==> src/rtl/audio_ser_pkg.sv <==
// Shared constants and helpers for the serial-audio source models.
// Format codes and width-parametrised full-scale values.
package audio_ser_pkg;

  localparam logic [1:0] FMT_LJ  = 2'b00;
  localparam logic [1:0] FMT_I2S = 2'b01;
  localparam logic [1:0] FMT_TDM = 2'b10;

  // Largest positive two's-complement value for a w-bit sample.
  function automatic logic [63:0] full_scale_pos(input int unsigned w);
    return (64'd1 << (w - 1)) - 64'd1;
  endfunction

  // Most negative two's-complement value, as its w-bit pattern.
  function automatic logic [63:0] full_scale_neg(input int unsigned w);
    return 64'd1 << (w - 1);
  endfunction

endpackage

==> src/rtl/aud_bclk_gen.sv <==
// Bit-clock generator: divides mclk into sclk and walks the slot/bit position.
// Emits tick (sclk falling), frame_start and pre_frame strobes plus the next position.
module aud_bclk_gen #(
  parameter int unsigned MCLK_DIV = 4,
  parameter int unsigned SLOT_W   = 32,
  parameter int unsigned NUM_CH   = 2
) (
  input  logic                      mclk,
  input  logic                      rst_,
  output logic                      sclk,
  output logic                      tick,
  output logic                      frame_start,
  output logic                      pre_frame,
  output logic [$clog2(SLOT_W)-1:0] bit_nxt,
  output logic [$clog2(NUM_CH)-1:0] slot_nxt
);
  localparam int unsigned DIV_W   = $clog2(MCLK_DIV);
  localparam int unsigned BIT_W   = $clog2(SLOT_W);
  localparam int unsigned SLOT_CW = $clog2(NUM_CH);

  logic [DIV_W-1:0]   div_cnt_q, div_cnt_d;
  logic [BIT_W-1:0]   bit_cnt_q, bit_cnt_d;
  logic [SLOT_CW-1:0] slot_cnt_q, slot_cnt_d;
  logic               sclk_q, sclk_d;
  logic               last_bit, last_slot;

  always_comb begin
    tick       = (div_cnt_q == DIV_W'(MCLK_DIV - 1));
    div_cnt_d  = tick ? '0 : div_cnt_q + 1'b1;
    last_bit   = (bit_cnt_q == BIT_W'(SLOT_W - 1));
    last_slot  = (slot_cnt_q == SLOT_CW'(NUM_CH - 1));
    bit_cnt_d  = bit_cnt_q;
    slot_cnt_d = slot_cnt_q;
    if (tick) begin
      bit_cnt_d = last_bit ? '0 : bit_cnt_q + 1'b1;
      if (last_bit) slot_cnt_d = last_slot ? '0 : slot_cnt_q + 1'b1;
    end
    sclk_d      = (div_cnt_d >= DIV_W'(MCLK_DIV / 2));
    frame_start = tick && last_bit && last_slot;
    // One mclk ahead of the frame-start tick, used to raise smp_ready in time.
    pre_frame   = (div_cnt_q == DIV_W'(MCLK_DIV - 2)) && last_bit && last_slot;
    bit_nxt     = bit_cnt_d;
    slot_nxt    = slot_cnt_d;
  end

  // Parked on the last bit of the last slot so the first tick opens frame bit 0.
  always_ff @(posedge mclk or negedge rst_) begin
    if (!rst_) begin
      div_cnt_q  <= '0;
      bit_cnt_q  <= BIT_W'(SLOT_W - 1);
      slot_cnt_q <= SLOT_CW'(NUM_CH - 1);
      sclk_q     <= 1'b0;
    end else begin
      div_cnt_q  <= div_cnt_d;
      bit_cnt_q  <= bit_cnt_d;
      slot_cnt_q <= slot_cnt_d;
      sclk_q     <= sclk_d;
    end
  end

  assign sclk = sclk_q;

endmodule

==> src/rtl/adc_serial_src.sv <==
// Master-mode serial-audio ADC source (LJ / I2S / TDM) with ramp or external samples.
// Loads one frame buffer per frame and shifts it MSB-first on sdata.
module adc_serial_src
  import audio_ser_pkg::*;
#(
  parameter int unsigned DATA_W   = 24,
  parameter int unsigned SLOT_W   = 32,
  parameter int unsigned NUM_CH   = 2,
  parameter int unsigned MCLK_DIV = 4
) (
  input  logic                     mclk,
  input  logic                     rst_,
  input  logic [1:0]               fmt,
  input  logic                     src_sel,
  input  logic [NUM_CH*DATA_W-1:0] smp_data,
  input  logic                     smp_valid,
  output logic                     smp_ready,
  output logic                     sclk,
  output logic                     lrck,
  output logic                     sdata,
  output logic                     ovfl_,
  output logic                     underrun
);
  localparam int unsigned BIT_W   = $clog2(SLOT_W);
  localparam int unsigned SLOT_CW = $clog2(NUM_CH);
  localparam logic [DATA_W-1:0] FS_POS = DATA_W'(full_scale_pos(DATA_W));
  localparam logic [DATA_W-1:0] FS_NEG = DATA_W'(full_scale_neg(DATA_W));

  logic               tick, frame_start, pre_frame;
  logic [BIT_W-1:0]   bit_nxt;
  logic [SLOT_CW-1:0] slot_nxt;

  logic [NUM_CH*DATA_W-1:0] ramp_q, ramp_d, buf_q, buf_d;
  logic [1:0]               fmt_q, fmt_d;
  logic                     sdata_q, sdata_d, lrck_q, lrck_d, ovfl_q, ovfl_d;
  logic                     ready_q, ready_d, under_q, under_d;
  logic [DATA_W-1:0]        cur_smp, cur_sh;
  logic [BIT_W-1:0]         sh_amt;
  logic                     is_i2s;

  aud_bclk_gen #(
    .MCLK_DIV(MCLK_DIV),
    .SLOT_W  (SLOT_W),
    .NUM_CH  (NUM_CH)
  ) u_bclk (
    .mclk       (mclk),
    .rst_       (rst_),
    .sclk       (sclk),
    .tick       (tick),
    .frame_start(frame_start),
    .pre_frame  (pre_frame),
    .bit_nxt    (bit_nxt),
    .slot_nxt   (slot_nxt)
  );

  always_comb begin
    ramp_d  = ramp_q;
    buf_d   = buf_q;
    fmt_d   = fmt_q;
    ovfl_d  = ovfl_q;
    sdata_d = sdata_q;
    lrck_d  = lrck_q;
    under_d = 1'b0;
    ready_d = pre_frame && src_sel;

    if (frame_start) begin
      fmt_d = fmt;
      if (!src_sel)                   buf_d = ramp_q;
      else if (ready_q && smp_valid)  buf_d = smp_data;
      else                            under_d = 1'b1;
      for (int k = 0; k < NUM_CH; k++) begin
        if (k % 2 == 0) ramp_d[k*DATA_W +: DATA_W] = ramp_q[k*DATA_W +: DATA_W] + DATA_W'(1);
        else            ramp_d[k*DATA_W +: DATA_W] = ramp_q[k*DATA_W +: DATA_W] - DATA_W'(1);
      end
      ovfl_d = 1'b1;
      for (int k = 0; k < NUM_CH; k++) begin
        if (buf_d[k*DATA_W +: DATA_W] == FS_POS || buf_d[k*DATA_W +: DATA_W] == FS_NEG) begin
          ovfl_d = 1'b0;
        end
      end
    end

    // Next bit is taken from the post-load buffer so frame bit 0 sees the new sample.
    cur_smp = '0;
    for (int k = 0; k < NUM_CH; k++) begin
      if (slot_nxt == SLOT_CW'(k)) cur_smp = buf_d[k*DATA_W +: DATA_W];
    end
    is_i2s = (fmt_d == FMT_I2S);
    sh_amt = is_i2s ? bit_nxt - 1'b1 : bit_nxt;
    cur_sh = cur_smp << sh_amt;

    if (tick) begin
      sdata_d = (is_i2s && bit_nxt == '0) ? 1'b0 : cur_sh[DATA_W-1];
      case (fmt_d)
        FMT_I2S: lrck_d = (slot_nxt != '0);
        FMT_TDM: lrck_d = (slot_nxt == '0) && (bit_nxt == '0);
        default: lrck_d = (slot_nxt == '0);
      endcase
    end
  end

  always_ff @(posedge mclk or negedge rst_) begin
    if (!rst_) begin
      ramp_q  <= '0;
      buf_q   <= '0;
      fmt_q   <= FMT_LJ;
      sdata_q <= 1'b0;
      lrck_q  <= 1'b0;
      ovfl_q  <= 1'b1;
      ready_q <= 1'b0;
      under_q <= 1'b0;
    end else begin
      ramp_q  <= ramp_d;
      buf_q   <= buf_d;
      fmt_q   <= fmt_d;
      sdata_q <= sdata_d;
      lrck_q  <= lrck_d;
      ovfl_q  <= ovfl_d;
      ready_q <= ready_d;
      under_q <= under_d;
    end
  end

  assign smp_ready = ready_q;
  assign sdata     = sdata_q;
  assign lrck      = lrck_q;
  assign ovfl_     = ovfl_q;
  assign underrun  = under_q;

endmodule

==> config.mk <==
export PLATFORM = sky130hd
export DESIGN_NAME = adc_serial_src
export DESIGN_NICKNAME = d
export VERILOG_FILES = /design/src/rtl/audio_ser_pkg.sv /design/src/rtl/aud_bclk_gen.sv /design/src/rtl/adc_serial_src.sv
export SDC_FILE = /design/constraint.sdc
export NUM_CORES = 1
export LEC_CHECK = 0
export CORE_AREA = 2 2 111 113
export DETAILED_ROUTE_END_ITERATION = 6
export DIE_AREA = 0 0 113 115
export PLACE_DENSITY = 0.81
export SLEW_MARGIN = 20
export SYNTH_ARGS = -nofsm -noshare
export SYNTH_HDL_FRONTEND = slang
export SYNTH_HIERARCHICAL = 1
export SYNTH_SLANG_ARGS = --single-unit
export TNS_END_PERCENT = 10
==> constraint.sdc <==
create_clock -name mclk -period 5 [get_ports mclk]
set_input_delay 1 -clock mclk [delete_from_list [all_inputs] [get_ports mclk]]
set_output_delay 1 -clock mclk [all_outputs]
set_load 0.01 [all_outputs]
# ---- After elaboration in Yosys (flattened, before gate mapping)
# Cells that the tools add are included.
# W data, S select, Z words.
dict set report classes {
  n_addsub 6
  order_cmp 1
  eq_ne 9
  shift 1
  mux 20
  bitwise 1
  reduce_logical 11
}
# cell count
set ops {}
lappend ops {{$mux W48} 4}
lappend ops {{$eq A24 B23 Y1 const B} 2}
lappend ops {{$eq A24 B24 Y1 const B} 2}
lappend ops {{$add A24 B1 Y24 const B} 1}
lappend ops {{$mux W24} 1}
lappend ops {{$shl A24 B5 Y24} 1}
lappend ops {{$sub A24 B1 Y24 const B} 1}
lappend ops {{$mux W5} 3}
lappend ops {{$mux W1} 9}
lappend ops {{$logic_and A1 B1 Y1} 8}
lappend ops {{$eq A2 B2 Y1 const B} 3}
lappend ops {{$add A5 B1 Y5 const B} 1}
lappend ops {{$eq A5 B5 Y1 const B} 1}
lappend ops {{$logic_not A5 Y1} 1}
lappend ops {{$sub A5 B1 Y5 const B} 1}
lappend ops {{$mux W2} 2}
lappend ops {{$add A2 B1 Y2 const B} 1}
lappend ops {{$eq A2 B1 Y1 const B} 1}
lappend ops {{$ge A2 B2 Y1 const B} 1}
lappend ops {{$logic_or A1 B1 Y1} 2}
lappend ops {{$pmux W1 S2} 1}
lappend ops {{$add A1 B1 Y1 const B} 1}
lappend ops {{$not A1 Y1} 1}
dict set report word_totals {
  ff_bits 112
  inputBits 54
  out_inout_bits 6
  word_cells 61
}

# ---- Depth between registers and ports, before layout
# Gate-level depths: netlist of run 1.
dict set report logic_depth {
  word_depth 8
  mapped_depth 19
  depth_no_buf 14
}

# ---- By module
# Netlist of run 1, hierarchy kept.
# mod n_inst cells_each area_per_inst_um2 seq_area_each_um2
set modules_own_cells {}
lappend modules_own_cells {adc_serial_src 1 759 6478.7 2578.7}
lappend modules_own_cells {aud_bclk_gen 1 33 399.1 207.7}

# ---- Worst setup path after synthesis of run 1
# Ideal clock, no wire load.
dict set report synth_timing {
  path_type {register -> register}
  startpoint {register u_bclk.bit_cnt_q[0]}
  endpoint {register sdata_q (netlist: sdata)}
  setup_time_ps 120
  t_arrival_ps 4236
  t_required_ps 4880
  setup_slack_ps 643
  stages_incl_launch_ff 19
  n_path_buf 6
  period_less_slack_ps 4357
  cell_sequence {dfstp_2 ha_1 and3_1 ha_1 and3_2 buf_4 buf_2 buf_2 buf_2 mux2i_1 inv_1 ha_1 buf_2 xor2_1 buf_2 mux4_2 a2111oi_2 a2111oi_0 a41o_1}
}
dict set report synth_via {
  elab_chain_len 8
  word_cells_on_any_way 18
  cone_classes {add/sub: 2; eq/ne: 2; shift: 1; mux: 9; reduce/logical: 4}
}
# item line_no
set synth_rtl {}
lappend synth_rtl {{start, declared} aud_bclk_gen.sv:22} ;# logic [BIT_W-1:0] bit_cnt_q, bit_cnt_d;
lappend synth_rtl {{start signal, assigned} aud_bclk_gen.sv:50} ;# bit_cnt_q <= BIT_W'(SLOT_W - 1);
lappend synth_rtl {{start signal, assigned} aud_bclk_gen.sv:55} ;# bit_cnt_q <= bit_cnt_d;
lappend synth_rtl {{$eq A5 B5 Y1 *} aud_bclk_gen.sv:30} ;# last_bit = (bit_cnt_q == BIT_W'(SLOT_W - 1));
lappend synth_rtl {{$logic_and A1 B1 Y1 * (2 in a row)} aud_bclk_gen.sv:39} ;# frame_start = tick && last_bit && last_slot;
lappend synth_rtl {{named net frame_start} adc_serial_src.sv:29} ;# logic tick, frame_start, pre_frame;
lappend synth_rtl {{$mux W2 *} adc_serial_src.sv:66} ;# if (frame_start) begin
lappend synth_rtl {{named net fmt_d[0]} adc_serial_src.sv:34} ;# logic [1:0] fmt_q, fmt_d;
lappend synth_rtl {{$eq A2 B1 Y1 *} adc_serial_src.sv:88} ;# is_i2s = (fmt_d == FMT_I2S);
lappend synth_rtl {{$mux W5} adc_serial_src.sv:89} ;# sh_amt = is_i2s ? bit_nxt - 1'b1 : bit_nxt;
lappend synth_rtl {{$shl A24 B5 Y24} adc_serial_src.sv:90} ;# cur_sh = cur_smp << sh_amt;
lappend synth_rtl {{$mux W1 *} adc_serial_src.sv:93} ;# sdata_d = (is_i2s && bit_nxt == '0) ? 1'b0 : cur_sh[DATA_W-1];
lappend synth_rtl {{end signal, assigned} adc_serial_src.sv:116} ;# sdata_q <= sdata_d;
lappend synth_rtl {{end, declared} adc_serial_src.sv:35} ;# logic sdata_q, sdata_d, lrck_q, lrck_d, ovfl_q, ovfl_d;
# Mark *: on every way through the listed nets, which the timed path passes. The rest lies on a longest branch.
# A chain may end at the register's enable or synchronous reset.

# ---- Worst setup path in the final report of run 1
# Ends and elaborated chain as after synthesis.

==> results of run 1 <==
-- stage by stage --
| stage | setup slack [ps] | power [uW] |
|---|---|---|
| 2_1_floorplan | 643.1 | 964.1 |
| 3_3_place_gp | 985.5 | 1044 |
| 3_5_place_dp | 936.3 | 1046 |
| 4_1_cts | 942.6 | 1822 |
| 5_1_grt | 651.3 | 1874 |
| 6_report | 914.2 | 1821 |
-- cell usage after synthesis (3+ instances only) --
master / n / share of area
a2111oi_0: 4 / 0.0051
a211o_1: 9 / 0.011
a211oi_1: 7 / 0.0076
a21oi_1: 52 / 0.038
a31oi_1: 48 / 0.044
and2_1: 9 / 0.0082
and3_1: 8 / 0.0073
buf_1: 8 / 0.0044
buf_2: 27 / 0.020
buf_6: 4 / 0.0065
clkbuf_1: 17 / 0.0093
dfrtp_1: 104 / 0.38
dfstp_2: 7 / 0.027
ha_1: 9 / 0.016
inv_1: 12 / 0.0065
mux2_2: 6 / 0.0098
mux2i_1: 9 / 0.013
mux4_2: 3 / 0.0098
nand2_1: 122 / 0.067
nand2b_1: 7 / 0.0064
nand3_1: 9 / 0.0065
nand3b_1: 4 / 0.0044
nand4_1: 22 / 0.020
nor2_1: 64 / 0.035
nor2b_1: 4 / 0.0036
nor3_1: 7 / 0.0051
nor4_1: 14 / 0.013
nor4_4: 3 / 0.0093
nor4b_1: 3 / 0.0038
o21ai_0: 8 / 0.0058
o22ai_1: 90 / 0.082
or3_1: 3 / 0.0027
or4_1: 3 / 0.0033
xnor2_1: 34 / 0.043
xor2_1: 19 / 0.024
-- sequential cells by signal, indices dropped and copies added, names as in the netlist --
| name | count |
|---|---|
| buf_q | 48 |
| ramp_q | 48 |
| u_bclk/bit_cnt_q | 5 |
| fmt_q | 2 |
| u_bclk/div_cnt_q | 2 |
| lrck | 1 |
| ovfl_ | 1 |
| sdata | 1 |
| smp_ready | 1 |
| u_bclk/last_slot | 1 |
| underrun | 1 |
-- power groups by stage --
stage	Clock, uW	Combinational, uW	Sequential (uW)
detailed placement	0	130	915
finish	788	134	898
CTS	793	131	898
global route	832	145	898
global placement	0	128	915
floorplan	0	48.5	916
-- how the worst max path moves through the flow --
stage	startpoint	endpoint	slack, ps	depth (start not counted)
after floorplan	u_bclk/bit_cnt_q[0]	sdata	640	18
after global placement	smp_valid	ovfl_	990	9
after detailed placement	u_bclk/bit_cnt_q[0]	sdata	940	15
after CTS	u_bclk/bit_cnt_q[0]	sdata	940	15
after global routing	u_bclk/bit_cnt_q[0]	sdata	650	12
final	u_bclk/bit_cnt_q[0]	sdata	910	15
-- cells by family after synthesis --
logic type	share of synthesized area
AO/OA/AOI/OAI	0.2230
XOR/XNOR	0.06749
adder cells (fa/ha/maj)	0.01637
buffers and inverters	0.04912
flip-flops	0.4051
multiplexers	0.03274
AND/OR/NAND/NOR	0.2061
-- layout by cell type, fill, tap and decap left out, types with 4 or more instances in the layout --
cell type and n:
xnor2_1 34, o21ai_0 8, and3_1 8, ha_1 9
mux2_2 6, nor3_1 7, nand2_1 122, xor2_1 18
nor2_1 64, a2111oi_0 4, clkbuf_16 9, nor4_1 14
nand4_1 22, dfstp_2 7, nand2b_1 7, nand3b_1 4
clkdlybuf4s50_1 57, and2_1 8, a21oi_1 52, a31oi_1 48
o22ai_1 90, nor2b_1 4, dfrtp_1 104, mux2i_1 9
nand3_1 9, a211o_1 9, a211oi_1 7, buf_4 20
inv_1 12
-- layer usage --
layer | up-vias | track usage | wire length, um | part of all wire
li1 | 2994 | - | - | -
met1 | 3198 | 0.4153 | 7916 | 0.39
met2 | 422 | 0.5066 | 9542 | 0.47
met3 | 68 | 0.06800 | 1829 | 0.091
met4 | 0 | 0.1407 | 877 | 0.043
met5 | - | 0 | 0 | 0
-- area by class of cell --
cell class / instances / area (um^2)
fill: 942 / 3965
multi-input combinational: 610 / 3762
sequential: 111 / 2786
timing repair buffer: 78 / 740.7
clock buffer: 11 / 242.7
tap: 147 / 183.9
clock inverter: 5 / 81.33
inverter: 13 / 48.80
==> impl_metrics.csv, run 1 <==
group,metric,value,unit
pwr,cellPowerDensity,232.0,nW/um^2
sta,drv_slew,0,
finish,stdcell_area,7846,um^2
global_routing,grt_max_degree,79,
yosys,synth_top_flop_cell,"dfrtp_1",
worst_setup_path,cp.required,5300,ps
worst_setup_path,path_cells,"ha_1 -> and3_1 -> ha_1 -> and3_2 -> mux2i_1 -> inv_1 -> ha_1 -> xor2_2 -> buf_4 -> a221o_1 -> a21oi_1 -> o311ai_0 -> a311oi_1 -> a2111oi_0 -> a41o_1",
yosys,synth.ff_latch_count,111,
finish,fin_cells,975,
route,via_per_inst,6.853,
worst_setup_path,critPathCaptureType,"register",
pwr,power.switching,411.7,uW
worst_setup_path,critPathMaxFanout,23,
route,drt.antenna.violating_nets,0,
run,maxCapViolCount,0,
sta,slew_headroom,0.3575,
worst_setup_path,crit_arrival,4390,ps
place,gp_congestion,0.9380,
yosys,ys_warn_count,6,
sta,period_minus_slack,4086,ps
sta,setup_tns,0,ps
finish,area_growth,14.08,%
sta,finalSetupViolCount,0,
worst_setup_path,r2r-start,"u_bclk/bit_cnt_q[0]",
finish,final_core_util,0.6643,
die,die-area,13000,um^2
die,core_area,11810,um^2
pwr,sw_frac_of_total,0.2262,
yosys,synthCells,792,
hold_path,hold_start,"u_bclk/div_cnt_q[0]",
finish,n_antenna_cell,0,
pwr,ir_drop,0.0001620,V
die,initial_core_util,0.5823,
yosys,synth_area,6878,um^2
clock_network,clockBufferDepth,2,
clock_network,cts_buffers,9,
clock_network,clock_latency,360,ps
sta,fin_crit_sh,0.8172,
pwr,p_clk_frac,0.433,
clock_network,h-tree-depth,3,
sta,max_freq,0.2448,GHz
worst_setup_path,worstSetupPathType,"reg2reg",
finish,fin_nets,886,
pwr,internal_power,1409,uW
run_status,status,"finished with violations",
die,chipHeight,115,um
route,wl_per_cell,20.68,um
hold_path,hold_end,"u_bclk/div_cnt_q[0]",
sta,hold-worst-slack,454.1,ps
run_status,violations,"design-rule violations",
place,dp_hpwl,14170,um
worst_setup_path,startpoint_type,"register",
hold_path,min_path_cells,1,
yosys,synthDistinctLibCells,61,
global_routing,antenna_found_initial,0,
worst_setup_path,worst-path-buf-inv,2,
clock_network,cts_resized,0,
place,place_inst,958,
sta,rsz0062_at_grt,"no",
die,die_w,113,um
clock_network,cts_root_buf,"clkbuf_16",
place,placed_area,7502,um^2
yosys,syn_avg_cell_area,8.684,um^2
pwr,p_seq_frac,0.493,
sta,worst_pin_slew,961.5,ps
place,io_buffers,59,
worst_setup_path,r2r_slack,910,ps
hold_path,hold_class,"reg2reg",
yosys,yosysSeqAreaShare,0.4051,
die,io_pins,60,
global_routing,grt_pass1_wl,32460,um
worst_setup_path,r2r_cells,15,
worst_setup_path,cp_top_family,"compound AO/OA/AOI/OAI gates",
yosys,postSynth.asyncResetShare,1.000,
route,first_pass_iters,7,
pwr,leakage,0.003084,uW
route,routed_wl,20170,um
pwr,combPwrFrac,0.074,
worst_setup_path,cp_common_cell,"ha_1",
clock_network,numClockSinks,111,
clock_network,post-cts-setup-buffer-count,0,
worst_setup_path,reg2reg_to,"sdata",
global_routing,grt-ovfl-total,0,
yosys,synth_edf_count,0,
sta,clock_skew,7.513,ps
global_routing,grtUsageTotal,0.3154,
die,fp-row-count,40,
clock_network,cts.reportedPaths.clkPinSlew,70,ps
clock_network,postCtsHoldBufs,0,
clock_network,cts_tree,"done",
yosys,syn-num-nets,855,
global_routing,first_global_vias,6338,
route,drc,3,
route,drt_first_iter_violations,802,
route,via_count,6682,
sta,hold_viol,0,
finish,drive_gt1_frac,0.07729,
worst_setup_path,slowest_delay,560,ps
worst_setup_path,slowest_stage,"dfstp_2",
No activity file was read; power rests on OpenSTA's default activity.
==> run 2, diff against run 1 <==
Settings changed: CORE_AREA 2 2 111 113 to 2 2 117 119, DIE_AREA 0 0 113 115 to 0 0 119 121, PLACE_DENSITY 0.81 to 0.76.
Clock period 5 ns to 3.7 ns, I/O delays scaled along.
==> run 2 against run 1 <==
  * The run now ends clean
  * First-iteration DRC count is 15% higher
  * Maximum frequency is 16% higher
  * Clock-buffer cell count is 1 lower
  * Final cell count is 3.7% higher
  * Clock skew is 1.8 ps higher
  * Sequential share of layout area is 1.0 points lower
  * Worst hold slack better by 3.0 ps
  * Register-to-register slack worse by 740 ps
  * Sequential power is 35% higher
  * Wire length is 2.5% higher
  * Critical endpoint unchanged
==> impl_metrics.csv, run 2 (synthesis results as in run 1) <==
group,metric,value,unit
global_routing,first_global_vias,6296,
sta,fin_crit_sh,0.9534,
die,core_area,13090,um^2
clock_network,cts_tree,"done",
worst_setup_path,r2r_slack,170,ps
clock_network,cts_buffers,9,
finish,n_antenna_cell,0,
global_routing,grt_max_degree,131,
worst_setup_path,critPathCaptureType,"register",
finish,final_common_cell,"nand2_1",
hold_path,hold_class,"reg2reg",
pwr,p_total,2336,uW
place,placed_area,7755,um^2
run,maxCapViolCount,0,
clock_network,cts_root_buf,"clkbuf_16",
die,die_w,119,um
route,first_pass_iters,5,
worst_setup_path,worstSetupPathType,"reg2reg",
finish,fillers,1115,
finish,regArea,2786,um^2
place,dp_hpwl,14840,um
sta,clock_skew,9.311,ps
clock_network,clock_latency,360,ps
sta,hold_viol,0,
clock_network,cts.reportedPaths.clkPinSlew,80,ps
place,gp_congestion,0.9421,
sta,max_freq,0.2835,GHz
pwr,ir_drop,0.0002304,V
sta,layout_setup_ws,172.3,ps
finish,stdcell_area,8085,um^2
worst_setup_path,crit_start,"u_bclk/bit_cnt_q[0]",
die,fp-row-count,42,
clock_network,postCtsHoldBufs,0,
die,io_pins,60,
clock_network,h-tree-depth,3,
clock_network,clockBufferDepth,2,
finish,final_cell_mix,"nand2_1 (121), dfrtp_1 (104), o22ai_1 (90)",
sta,slew_headroom,0.4552,
sta,period_minus_slack,3528,ps
die,chipHeight,121,um
pwr,cellPowerDensity,289.0,nW/um^2
run_status,status,"completed",
route,wl_per_cell,20.44,um
worst_setup_path,crit_end,"sdata",
global_routing,grt-ovfl-total,0,
global_routing,grtUsageTotal,0.2945,
place,io_buffers,59,
sta,finalSetupViolCount,0,
die,initial_core_util,0.5256,
worst_setup_path,startpoint_type,"register",
place,dp_slack,117.5,ps
sta,rsz0062_at_grt,"yes",
finish,drive_gt1_frac,0.1006,
finish,final_core_util,0.6179,
sta,drv_slew,0,
route,drt_first_iter_violations,926,
global_routing,antenna_found_initial,0,
route,routed_wl,20670,um
global_routing,grt_pass1_wl,33330,um
pwr,leakage,0.003141,uW
finish,fin_nets,893,
finish,area_growth,17.55,%
route,drt.antenna.violating_nets,0,
worst_setup_path,cp.required,4000,ps
sta,worst_pin_slew,817.1,ps
route,via_count,6592,
finish,multi_input_area,3875,um^2
route,drc,0,
worst_setup_path,critPathMaxFanout,9,
worst_setup_path,r2r-start,"u_bclk/bit_cnt_q[0]",
worst_setup_path,crit_arrival,3830,ps
clock_network,numClockSinks,111,
route,via_per_inst,6.520,
finish,largestRegisters,"buf_q x48, ramp_q x48, u_bclk/bit_cnt_q x5",
worst_setup_path,reg2reg_to,"sdata",
die,die-area,14400,um^2
worst_setup_path,r2r_cells,14,
## run 2: worst max-delay path, cell delays in order, from the launching register on
cell and delay (ps):
dfstp_2 570, ha_4 140, and3_4 180, ha_4 170, and3_4 220, mux2i_1 270
inv_1 130, ha_4 240, xor2_4 200, buf_4 200, a211o_1 240, a2111o_1 360
o311a_1 130, a32oi_1 190, a41o_1 200
## run 2: worst min path at each step
stage | start | end | slack (ps) | cells past startpoint
floorplan | u_bclk/div_cnt_q[0] | u_bclk/div_cnt_q[0] | 420 | 1
finish | u_bclk/div_cnt_q[0] | u_bclk/div_cnt_q[0] | 460 | 1
CTS | u_bclk/div_cnt_q[0] | u_bclk/div_cnt_q[0] | 460 | 1
global route | u_bclk/div_cnt_q[0] | u_bclk/div_cnt_q[0] | 490 | 1
detailed placement | u_bclk/div_cnt_q[0] | u_bclk/div_cnt_q[0] | 450 | 1
global placement | u_bclk/div_cnt_q[0] | u_bclk/div_cnt_q[0] | 440 | 1
## run 2: repair_timing
action | CTS | global route
resized for setup | 0 | 6
setup endpoints to repair | 0 | 2
setup buffers | 0 | 1
## run 2: where the power goes
group	internal, uW	switching, uW
combinational	79.5	104
sequential	1210	0.349
clock	478	461
total	1770	566
## run 2: area by class of cell
cell class | count | share of cell area
multi-input cells | 610 | 0.4793
flip-flops and latches | 111 | 0.3446
repair buffers | 85 | 0.1074
clock buffers | 10 | 0.02956
well taps | 176 | 0.02724
inverters | 13 | 0.006500
clock inverters | 6 | 0.005416
## run 2: through the flow
step           cells  TNS, ps  hold slack (ps)
2_1_floorplan    792   -73.37            421.1
3_3_place_gp     994        0            436.1
3_5_place_dp     994        0            446.6
4_1_cts         1010        0            462.8
5_1_grt         1011   -17.31            487.6
6_report        1011        0            457.1
## run 2: metal layers
layer / track usage / wire [um]
met1: 0.3900 / 8311
met2: 0.4691 / 9807
met3: 0.05780 / 1714
met4: 0.1339 / 836
met5: 0 / 0
==> run 3, diff against run 2 <==
Settings changed: CTS_CLUSTER_SIZE from default to 28, MAX_ROUTING_LAYER from default to met4.
==> run 3 against run 2 <==
  * Non-clock buffer count stayed put
  * Die area is the same
  * Wire length decreased by 0.46%
  * Clock skew is 2.4 ps lower
  * Sequential share of layout area shrank 0.19 points
  * Combinational power is essentially flat
  * Clock power increased by 16%
  * Final cell count is the same
  * Clock-buffer cell count unchanged
  * Cell area up 0.56%
  * Utilization increased by 0.34 points
  * Flip-flop and latch count unchanged
  * Critical endpoint unchanged
  * Largest power group unchanged
  * Highest routed layer unchanged
==> impl_metrics.csv, run 3 (synthesis results as in run 1) <==
group,metric,value,unit
die,fp-row-count,42,
die,die-area,14400,um^2
pwr,leakage,0.003159,uW
clock_network,cts_buffers,9,
clock_network,clock_latency,370,ps
run_status,status,"completed",
pwr,power.switching,574.1,uW
place,gp_congestion,0.9425,
route,routed_wl,20570,um
pwr,internal_power,1908,uW
sta,period_minus_slack,3530,ps
sta,worst_pin_slew,740.8,ps
finish,final_common_cell,"nand2_1",
place,dp_hpwl,14560,um
route,via_per_inst,6.585,
sta,drv_slew,0,
clock_network,numClockSinks,111,
hold_path,hold_class,"in2async",
finish,fin_nets,893,
clock_network,cts_tree,"done",
finish,drive_gt1_frac,0.1030,
die,io_pins,60,
die,initial_core_util,0.5256,
global_routing,grt_max_degree,70,
global_routing,grt_pass1_wl,33140,um
route,drt_first_iter_violations,782,
sta,fin_crit_sh,0.9540,
route,via_count,6657,
sta,setup_tns,0,ps
finish,final_core_util,0.6213,
route,drt.antenna.violating_nets,0,
finish,area_growth,18.21,%
sta,hold_viol,0,
finish,final_cell_mix,"nand2_1 (121), dfrtp_1 (104), o22ai_1 (90)",
finish,n_antenna_cell,0,
sta,max_freq,0.2833,GHz
pwr,p_seq_frac,0.489,
sta,finalSetupViolCount,0,
clock_network,h-tree-depth,3,
pwr,ir_drop,0.0002214,V
sta,clock_skew,6.903,ps
route,first_pass_iters,5,
pwr,p_clk_frac,0.438,
pwr,combPwrFrac,0.074,
worst_setup_path,crit_arrival,3790,ps
run,maxCapViolCount,0,
pwr,sw_frac_of_total,0.2313,
route,wl_per_cell,20.35,um
worst_setup_path,critPathCaptureType,"register",
place,placed_area,7727,um^2
worst_setup_path,startpoint_type,"register",
finish,largestRegisters,"buf_q x48, ramp_q x48, u_bclk/bit_cnt_q x5",
global_routing,first_global_vias,6261,
clock_network,cts_root_buf,"clkbuf_16",
die,chipHeight,121,um
worst_setup_path,worstSetupPathType,"reg2reg",
die,die_w,119,um
clock_network,clockBufferDepth,2,
sta,slew_headroom,0.5061,
worst_setup_path,critPathMaxFanout,9,
clock_network,postCtsHoldBufs,0,
finish,stdcell_area,8130,um^2
route,drc,0,
pwr,cellPowerDensity,305.3,nW/um^2
die,core_area,13090,um^2
clock_network,cts.reportedPaths.clkPinSlew,70,ps
global_routing,grt-ovfl-total,0,
place,io_buffers,59,
worst_setup_path,cp.required,3960,ps
global_routing,antenna_found_initial,0,
global_routing,grtUsageTotal,0.3014,
[run 3: repair_timing]
| item | 4_1_cts | 5_1_grt |
|---|---|---|
| endpoints found under the setup margin | 1 | 3 |
| resized for setup | 0 | 8 |
| pin swaps | 1 | 0 |
| setup buffers | 3 | 0 |
[run 3: stage by stage]
step                      instances  setup WS [ps]  total power [uW]  hold WS, ps
after detailed placement        992         -14.30              1418        448.7
final                          1011          170.3              2482        417.4
after CTS                      1011          102.8              2503        450.5
after floorplan                 792         -73.37              1303        421.1
after global placement          992          160.8              1414        435.4
after global routing           1011         -3.732              2564        468.6
[run 3: power groups by stage]
stage / Sequential, uW / Clock (uW) / Combinational (uW)
after CTS: 1210 / 1110 / 182
after floorplan: 1240 / 0 / 65.6
after global routing: 1210 / 1150 / 197
after global placement: 1240 / 0 / 177
after detailed placement: 1240 / 0 / 181
final: 1210 / 1090 / 183
[run 3: worst max-delay path: stages (launching register included)]
cell and delay, ps:
dfstp_2 570, ha_4 140, and3_4 180, ha_4 170, and3_4 230, mux2i_2 350, ha_4 300, nor4b_2 410
xnor2_1 240, o21ai_0 210, a2111oi_2 340, a2111oi_1 110, a41o_1 190
[run 3: final cells by class]
class | count | area, um^2
clock buffer | 10 | 239.0
clock inverter | 6 | 92.59
fill | 1099 | 4955
inverter | 13 | 48.80
multi-input combinational | 610 | 3887
sequential | 111 | 2786
tap | 176 | 220.2
timing repair buffer | 85 | 855.8
[run 3: path summary, 6_finish.rpt]
check	endpoint	startpoint	slack [ps]	depth (start not counted)
max	sdata	u_bclk/bit_cnt_q[0]	170	12
min	ramp_q[3]	rst_	420	1
max reg2reg	sdata	u_bclk/bit_cnt_q[0]	170	12
min reg2reg	u_bclk/div_cnt_q[0]	u_bclk/div_cnt_q[0]	460	1
max in group asynchronous	u_bclk/bit_cnt_q[2]	rst_	2460	2
min in group mclk	u_bclk/div_cnt_q[0]	u_bclk/div_cnt_q[0]	460	1
[run 3: metal layers]
layer,share of wire,GRT usage,vias to the layer above
li1,-,-,3027
met3,0.077,0.04840,60
met2,0.49,0.4806,363
met1,0.40,0.3915,3207
met4,0.032,0.1101,0
met5,0,-,-
